File: src/rtl/memory_bus_arbiter_pkg.sv
// Shared types and constants for the unified memory bus arbiter.
// Owner ids, FSM encoding and funct3 access formats.
package memory_bus_arbiter_pkg;

  typedef enum logic [1:0] {
    ST_IDLE = 2'd0,
    ST_BUSY = 2'd1,
    ST_RESP = 2'd2
  } arb_state_t;

  typedef enum logic [2:0] {
    FMT_BYTE   = 3'b000,
    FMT_HALF   = 3'b001,
    FMT_WORD   = 3'b010,
    FMT_BYTE_U = 3'b100,
    FMT_HALF_U = 3'b101
  } mem_format_t;

  localparam logic OWNER_FETCH = 1'b0;
  localparam logic OWNER_DATA  = 1'b1;

  localparam logic [2:0] FORMAT_WORD = FMT_WORD;

  function automatic logic pick_owner(
    input logic i_req,
    input logic d_req,
    input logic data_priority,
    input logic last_grant
  );
    logic owner;
    owner = OWNER_FETCH;
    if (i_req && d_req) begin
      owner = data_priority ? OWNER_DATA
                            : ~last_grant;
    end else if (d_req) begin
      owner = OWNER_DATA;
    end
    return owner;
  endfunction

endpackage

File: src/rtl/memory_bus_arbiter_timeout.sv
// Free-running BUSY-cycle counter for the arbiter.
// expired is high in the last permitted cycle.
module bus_timeout_counter #(
  parameter int unsigned LIMIT = 1
) (
  input  logic clock,
  input  logic reset,
  input  logic clear,
  input  logic enable,
  output logic expired
);

  localparam logic [15:0] LAST = 16'(LIMIT - 1);

  logic [15:0] count;

  always_ff @(posedge clock or negedge reset) begin
    if (!reset) begin
      count <= '0;
    end else if (clear) begin
      count <= '0;
    end else if (enable) begin
      count <= count + 16'd1;
    end
  end

  assign expired = (count == LAST);

endmodule

File: src/rtl/memory_bus_arbiter.sv
// Arbitrates fetch and load/store ports onto one memory bus.
// One outstanding access; hung accesses may time out.
module memory_bus_arbiter
  import memory_bus_arbiter_pkg::*;
#(
  parameter bit          DATA_PRIORITY  = 1'b1,
  parameter int unsigned TIMEOUT_CYCLES = 0
) (
  input  logic        clock,
  input  logic        reset,
  input  logic        i_req,
  input  logic [31:0] i_address,
  output logic        i_ack,
  output logic [31:0] i_read_data,
  output logic        i_error,
  input  logic        d_req,
  input  logic        d_write,
  input  logic [31:0] d_address,
  input  logic [31:0] d_write_data,
  input  logic [2:0]  d_format,
  output logic        d_ack,
  output logic [31:0] d_read_data,
  output logic        d_error,
  output logic        mem_req,
  output logic        mem_write,
  output logic [31:0] mem_address,
  output logic [31:0] mem_write_data,
  output logic [2:0]  mem_format,
  input  logic [31:0] mem_read_data,
  input  logic        mem_ack,
  output logic        grant_data
);

  arb_state_t  state_q, state_d;
  logic        owner_q, owner_d;
  logic        last_q, last_d;
  logic        wr_q, wr_d;
  logic [31:0] addr_q, addr_d;
  logic [31:0] wdata_q, wdata_d;
  logic [2:0]  fmt_q, fmt_d;
  logic [31:0] i_rdata_q, i_rdata_d;
  logic [31:0] d_rdata_q, d_rdata_d;
  logic        i_err_q, i_err_d;
  logic        d_err_q, d_err_d;
  logic        winner;
  logic        expired;

  if (TIMEOUT_CYCLES != 0) begin : g_timeout
    bus_timeout_counter #(
      .LIMIT(TIMEOUT_CYCLES)
    ) u_timeout (
      .clock  (clock),
      .reset  (reset),
      .clear  (state_q != ST_BUSY),
      .enable (state_q == ST_BUSY),
      .expired(expired)
    );
  end else begin : g_no_timeout
    assign expired = 1'b0;
  end

  always_ff @(posedge clock or negedge reset) begin
    if (!reset) begin
      state_q   <= ST_IDLE;
      owner_q   <= OWNER_FETCH;
      last_q    <= OWNER_DATA;
      wr_q      <= 1'b0;
      addr_q    <= '0;
      wdata_q   <= '0;
      fmt_q     <= '0;
      i_rdata_q <= '0;
      d_rdata_q <= '0;
      i_err_q   <= 1'b0;
      d_err_q   <= 1'b0;
    end else begin
      state_q   <= state_d;
      owner_q   <= owner_d;
      last_q    <= last_d;
      wr_q      <= wr_d;
      addr_q    <= addr_d;
      wdata_q   <= wdata_d;
      fmt_q     <= fmt_d;
      i_rdata_q <= i_rdata_d;
      d_rdata_q <= d_rdata_d;
      i_err_q   <= i_err_d;
      d_err_q   <= d_err_d;
    end
  end

  always_comb begin
    state_d   = state_q;
    owner_d   = owner_q;
    last_d    = last_q;
    wr_d      = wr_q;
    addr_d    = addr_q;
    wdata_d   = wdata_q;
    fmt_d     = fmt_q;
    i_rdata_d = i_rdata_q;
    d_rdata_d = d_rdata_q;
    i_err_d   = i_err_q;
    d_err_d   = d_err_q;
    winner    = OWNER_FETCH;
    unique case (state_q)
      ST_IDLE: begin
        if (i_req || d_req) begin
          winner  = pick_owner(i_req, d_req,
                               DATA_PRIORITY,
                               last_q);
          owner_d = winner;
          state_d = ST_BUSY;
          if (winner == OWNER_DATA) begin
            wr_d    = d_write;
            addr_d  = d_address;
            wdata_d = d_write_data;
            fmt_d   = d_format;
          end else begin
            wr_d    = 1'b0;
            addr_d  = i_address;
            wdata_d = '0;
            fmt_d   = FORMAT_WORD;
          end
        end
      end
      ST_BUSY: begin
        // A late ack in the expiry cycle still counts as success.
        if (mem_ack || expired) begin
          state_d = ST_RESP;
          if (owner_q == OWNER_DATA) begin
            d_rdata_d = mem_ack ? mem_read_data : '0;
            d_err_d   = ~mem_ack;
          end else begin
            i_rdata_d = mem_ack ? mem_read_data : '0;
            i_err_d   = ~mem_ack;
          end
        end
      end
      ST_RESP: begin
        last_d  = owner_q;
        state_d = ST_IDLE;
      end
      default: state_d = ST_IDLE;
    endcase
  end

  assign mem_req        = (state_q == ST_BUSY);
  assign mem_write      = wr_q;
  assign mem_address    = addr_q;
  assign mem_write_data = wdata_q;
  assign mem_format     = fmt_q;

  assign i_ack = (state_q == ST_RESP) &&
                 (owner_q == OWNER_FETCH);
  assign d_ack = (state_q == ST_RESP) &&
                 (owner_q == OWNER_DATA);

  assign grant_data = (state_q != ST_IDLE) &&
                      (owner_q == OWNER_DATA);

  assign i_read_data = i_rdata_q;
  assign d_read_data = d_rdata_q;
  assign i_error     = i_err_q;
  assign d_error     = d_err_q;

endmodule

File: config.mk
export PLATFORM = sky130hd
export DESIGN_NAME = memory_bus_arbiter
export DESIGN_NICKNAME = d
export VERILOG_FILES = /design/src/rtl/memory_bus_arbiter_pkg.sv /design/src/rtl/memory_bus_arbiter_timeout.sv /design/src/rtl/memory_bus_arbiter.sv
export SDC_FILE = /design/constraint.sdc
export NUM_CORES = 1
export LEC_CHECK = 0
export BUFFER_PORTS_ARGS = -buffer_cell sky130_fd_sc_hd__buf_4
export CAP_MARGIN = 20
export CORE_MARGIN = 2
export CORE_UTILIZATION = 49
export CTS_CLUSTER_DIAMETER = 40
export DETAILED_ROUTE_END_ITERATION = 7
export MAX_ROUTING_LAYER = met4
export PLACE_DENSITY_LB_ADDON = 0.15
export SLEW_MARGIN = 30
export SYNTH_ARGS = -nofsm -noshare
export SYNTH_HDL_FRONTEND = slang
export SYNTH_SLANG_ARGS = --single-unit
File: constraint.sdc
create_clock -name clock -period 2.6 [get_ports clock]
set_input_delay 0.13 -clock clock [delete_from_list [all_inputs] [get_ports clock]]
set_output_delay 0.13 -clock clock [all_outputs]
set_load 0.005 [all_outputs]
Word-level counts from Yosys, hierarchy flattened
Index checks and enable logic that the tools add are counted.
W data, S select, Z words.
{"block": "totals", "register_bits": 137, "input_bits": 137, "out_inout_bits": 138, "wordCells": 38}
{"block": "op_classes", "eq_ne": 4, "muxes": 11, "n_bitwise": 2, "n_reduce_logical": 11}
{"cell": "$mux W32", "count": 2}
{"cell": "$reduce_and A3 Y1", "count": 2}
{"cell": "$mux W1", "count": 5}
{"cell": "$logic_and A1 B1 Y1", "count": 4}
{"cell": "$mux W2", "count": 2}
{"cell": "$pmux W2 S2", "count": 1}
{"cell": "$reduce_and A2 Y1", "count": 2}
{"cell": "$mux W3", "count": 1}
{"cell": "$eq A2 B1 Y1 const B", "count": 1}
{"cell": "$eq A2 B2 Y1 const B", "count": 1}
{"cell": "$logic_not A2 Y1", "count": 1}
{"cell": "$ne A2 B1 Y1 const B", "count": 1}
{"cell": "$ne A2 B2 Y1 const B", "count": 1}
{"cell": "$not A1 Y1", "count": 2}
{"cell": "$reduce_bool A2 Y1", "count": 1}
{"cell": "$logic_or A1 B1 Y1", "count": 1}

Logic depth before layout (Yosys ltp)
{"block": "depth", "word_depth": 5, "depth_mapped": 5, "depth_no_buf": 3}

Worst setup path after synthesis
No wires, ideal clock.
{"block": "synth_path", "kind": "register to register", "startpoint": "reg state_q[1]", "endpoint": "reg i_rdata_q[10], in the netlist i_read_data[10]", "setup_ns": 0.125, "arrival_time_ns": 1.315, "required_time_ns": 2.475, "slack_ns": 1.160, "path_stages_with_launch": 6, "n_path_buf": 2, "synth_period_minus_slack_ns": 1.440, "cell_sequence": "dfrtp_1 > nor2b_4 > and3b_1 > buf_4 > buf_6 > mux2_2"}
{"block": "synth_via", "elab_chain_len": 2}
{"element": "from (decl)", "line_no": "memory_bus_arbiter.sv:34", "text": "arb_state_t state_q, state_d;"}
{"element": "from (signal assigned)", "line_no": "memory_bus_arbiter.sv:76", "text": "state_q <= state_d;"}
{"element": "$eq A2 B1 Y1"}
{"element": "net mem_req", "line_no": "memory_bus_arbiter.sv:24", "text": "output logic mem_req,"}
{"element": "$reduce_and A3 Y1 (no line)"}
{"element": "to (signal assigned)", "line_no": "memory_bus_arbiter.sv:83", "text": "i_rdata_q <= i_rdata_d;"}
{"element": "to (decl)", "line_no": "memory_bus_arbiter.sv:41", "text": "logic [31:0] i_rdata_q, i_rdata_d;"}
The timed path passes the listed nets, and every way through them passes these cells.
A chain may end at the register's enable or synchronous reset.

Worst setup path in the final report
{"block": "layout_path", "startpoint": "reg state_q[0]", "endpoint": "reg i_rdata_q[13], in the netlist i_read_data[13]"}
{"block": "layout_via", "elab_chain_len": 2}
{"element": "$eq A2 B1 Y1", "line_no": "memory_bus_arbiter.sv:103", "text": "unique case (state_q)"}
{"element": "$reduce_and A3 Y1 (no line)"}
Every way passes these cells.

==> results.tsv <==
metric	value	unit
first_pass_iters	4	
synth_fa_ha_area_share	0	%
grt_use_met1	33.7	%
rsz0062_at_grt	no	
setup_viol	0	
leakagePower	4.62	nW
port_buffers	274	
skew	8.03	ps
cts_resized	0	
fin_hold_ws	188	ps
cts_tree	yes	
powerDensity	1110	mW/mm²
antenna_found_initial	0	
pwr-share-clk	23.7	%
cts_root_buffer	clkbuf_8	
r2r_start	state_q[0]	
synth_warnings	0	
placeableCoreArea	0.0108	mm²
outcome	completed	
cts_setup_buffers	0	
power_frac_comb	39.5	%
period_share	66.5	%
ys_seq_area_share	63.0	%
place_ws	892	ps
synth-compound-area-share	6.17	%
synthMuxAreaShare	26.5	%
grt_pass1_vias	5188	
r2r_end	i_read_data[13]	
synth-xor-area-share	0	%
switching_power	3.17	mW
use_met2	59.6	%
synthCells	341	
syn_to_final_growth	76.4	%
finalHoldViolations	0	
track_usage	33.3	%
synth_top_family_by_area	multiplexers	
critPathLaunchType	flop	
cts.sinks	137	
synth_nets	478	
fp.dieH	109	µm
num-fill-cells	453	
hpwlAfterDp	10100	µm
maxSlewHeadroom	53.5	%
crit_arrival	2140	ps
holdBufCountCts	135	
drc	0	
grt.met3_usage	8.12	%
antennaDiodeCount	0	
setup_slack	872	ps
ys_seq_elements	137	
timing.critical_path.fanout_max	33	
dieArea	0.0120	mm²
die_x	109	µm
hold_class	primary input to async pin	
finalPower	10.6	mW
grt_pass1_wl	28000	µm
grt_max_degree	78	
cap_violations	0	
report.final.slew_viol_count	0	
syn_area_per_cell	15.9	µm²
period_needed	1730	ps
yosys.area_share.simple	1.61	%
ff2ff_path_depth	4	
synth_cell_type_count	21	
rows	38	
sw_frac_of_total	29.8	%
insertion_delay	530	ps
grt-ovfl-total	0	
start_util	50.2	%
clk_pin_slew_worst_paths	60	ps
gp_congestion	0.754	
reg2reg_slack	870	ps
fin_tns_setup	0	ps
wl_per_cell	21.0	µm
routed_wirelength	19000	µm
nNetsFinal	890	
detail-route-antenna-nets	0	
drt_iter0_markers	207	
syn_area	0.00544	mm²
path_class	flop to flop	
worst_setup_path_end_kind	flop	
drive_gt1_share	57.3	%
p_seq_share	36.8	%
max_freq	579	MHz
num_vias	4702	
tightest_slew	697	ps
io_pins	275	
grt-busiest-layer	met2	
htree_levels	4	
viasPerCell	5.20	
p_int	7.46	mW
ir_drop	0.778	mV
required	3010	ps
clk_path_buf_depth	2	
cts_buffers	17	
## worst max-delay path by stage
stage,startpoint,to,slack (ps),cells past startpoint
floorplan,state_q[1],i_read_data[10],1160,5
finish,state_q[0],i_read_data[13],870,4
global route,state_q[0],i_read_data[13],810,4
global placement,state_q[1],i_read_data[11],960,4
CTS,state_q[0],i_read_data[13],870,4
detailed placement,state_q[0],i_read_data[17],890,4
## metrics by stage
stage / cell area [µm²] / cells / utilization, %
finish: 9590 / 905 / 88.5
floorplan: 5440 / 341 / -
detailed placement: 7620 / 739 / 70.3
global route: 9590 / 905 / 88.5
global placement: 7620 / 739 / 70.3
CTS: 9590 / 905 / 88.5
## cells in the final DEF, fill, tap and decap left out, drive strengths merged, types with 2 or more instances in the layout
cell type / synthesis / routed
and3b: 2 / 2
buf: 19 / 280
clkbuf: 3 / 26
bufinv: 0 / 3
mux2: 128 / 128
and2: 3 / 3
inv: 3 / 3
dfrtp: 137 / 137
dlygate4sd3: 0 / 135
o21ai: 2 / 2
nor2b: 3 / 3
a22o: 35 / 35
## cells in the mapped netlist, drive strengths merged
cell type,instances,area [µm²]
clkbuf,3,11.3
dfrtp,137,3430
and3b,2,17.5
and2,3,18.8
a21o,1,7.51
o21ai,2,13.8
nor3b,1,7.51
a22o,35,307
nand3,1,10.0
nor2,1,3.75
a22oi,1,7.51
nor2b,3,26.3
mux2,128,1440
buf,19,123
nand2,1,3.75
inv,3,11.3
## worst max-delay path, cell delays in order, from the launching register on
cell and delay [ps]:
dfrtp_1 390, nor2b_4 210, and3b_1 180, buf_4 400
mux2_2 410
## routing by layer
layer  part of all wire, %  vias up
li1                      -     2071
met1                    35     2344
met2                    56      231
met3                   6.4       56
met4                   3.5        0
met5                     0        -
## cells by family after synthesis
| group | count (synthesis) |
|---|---|
| compound gates | 39 |
| simple gates | 12 |
| mux | 128 |
| flops | 137 |
| buf+inv | 25 |
## final cells by class
class                           count  area (µm²)  share of cell area (%)
Clock buffer                       26         518                    5.40
Clock inverter                      5         106                    1.11
Inverter                            3        11.3                   0.117
Multi-Input combinational cell    179        1870                    19.5
Sequential cell                   137        3430                    35.7
Tap cell                          140         175                    1.83
Timing Repair Buffer              415        3480                    36.3
## power by group through the flow
stage	Clock [mW]	Sequential, mW	Combinational, mW
finish	2.52	3.91	4.20
global route	2.64	4.01	4.44
CTS	2.52	3.81	4.08
detailed placement	0	3.82	3.89
global placement	0	3.78	3.76
floorplan	0	3.83	1.58
## flip-flops by register name (all words and copies together) (netlist names)
| name | count |
|---|---|
| i_read_data | 32 |
| mem_address | 32 |
| i_error | 1 |
| d_error | 1 |
| owner_q | 1 |
| mem_write_data | 32 |
| state_q | 2 |
| d_read_data | 32 |
| mem_format | 3 |
| mem_write | 1 |
(Power assumes the default switching activity.)
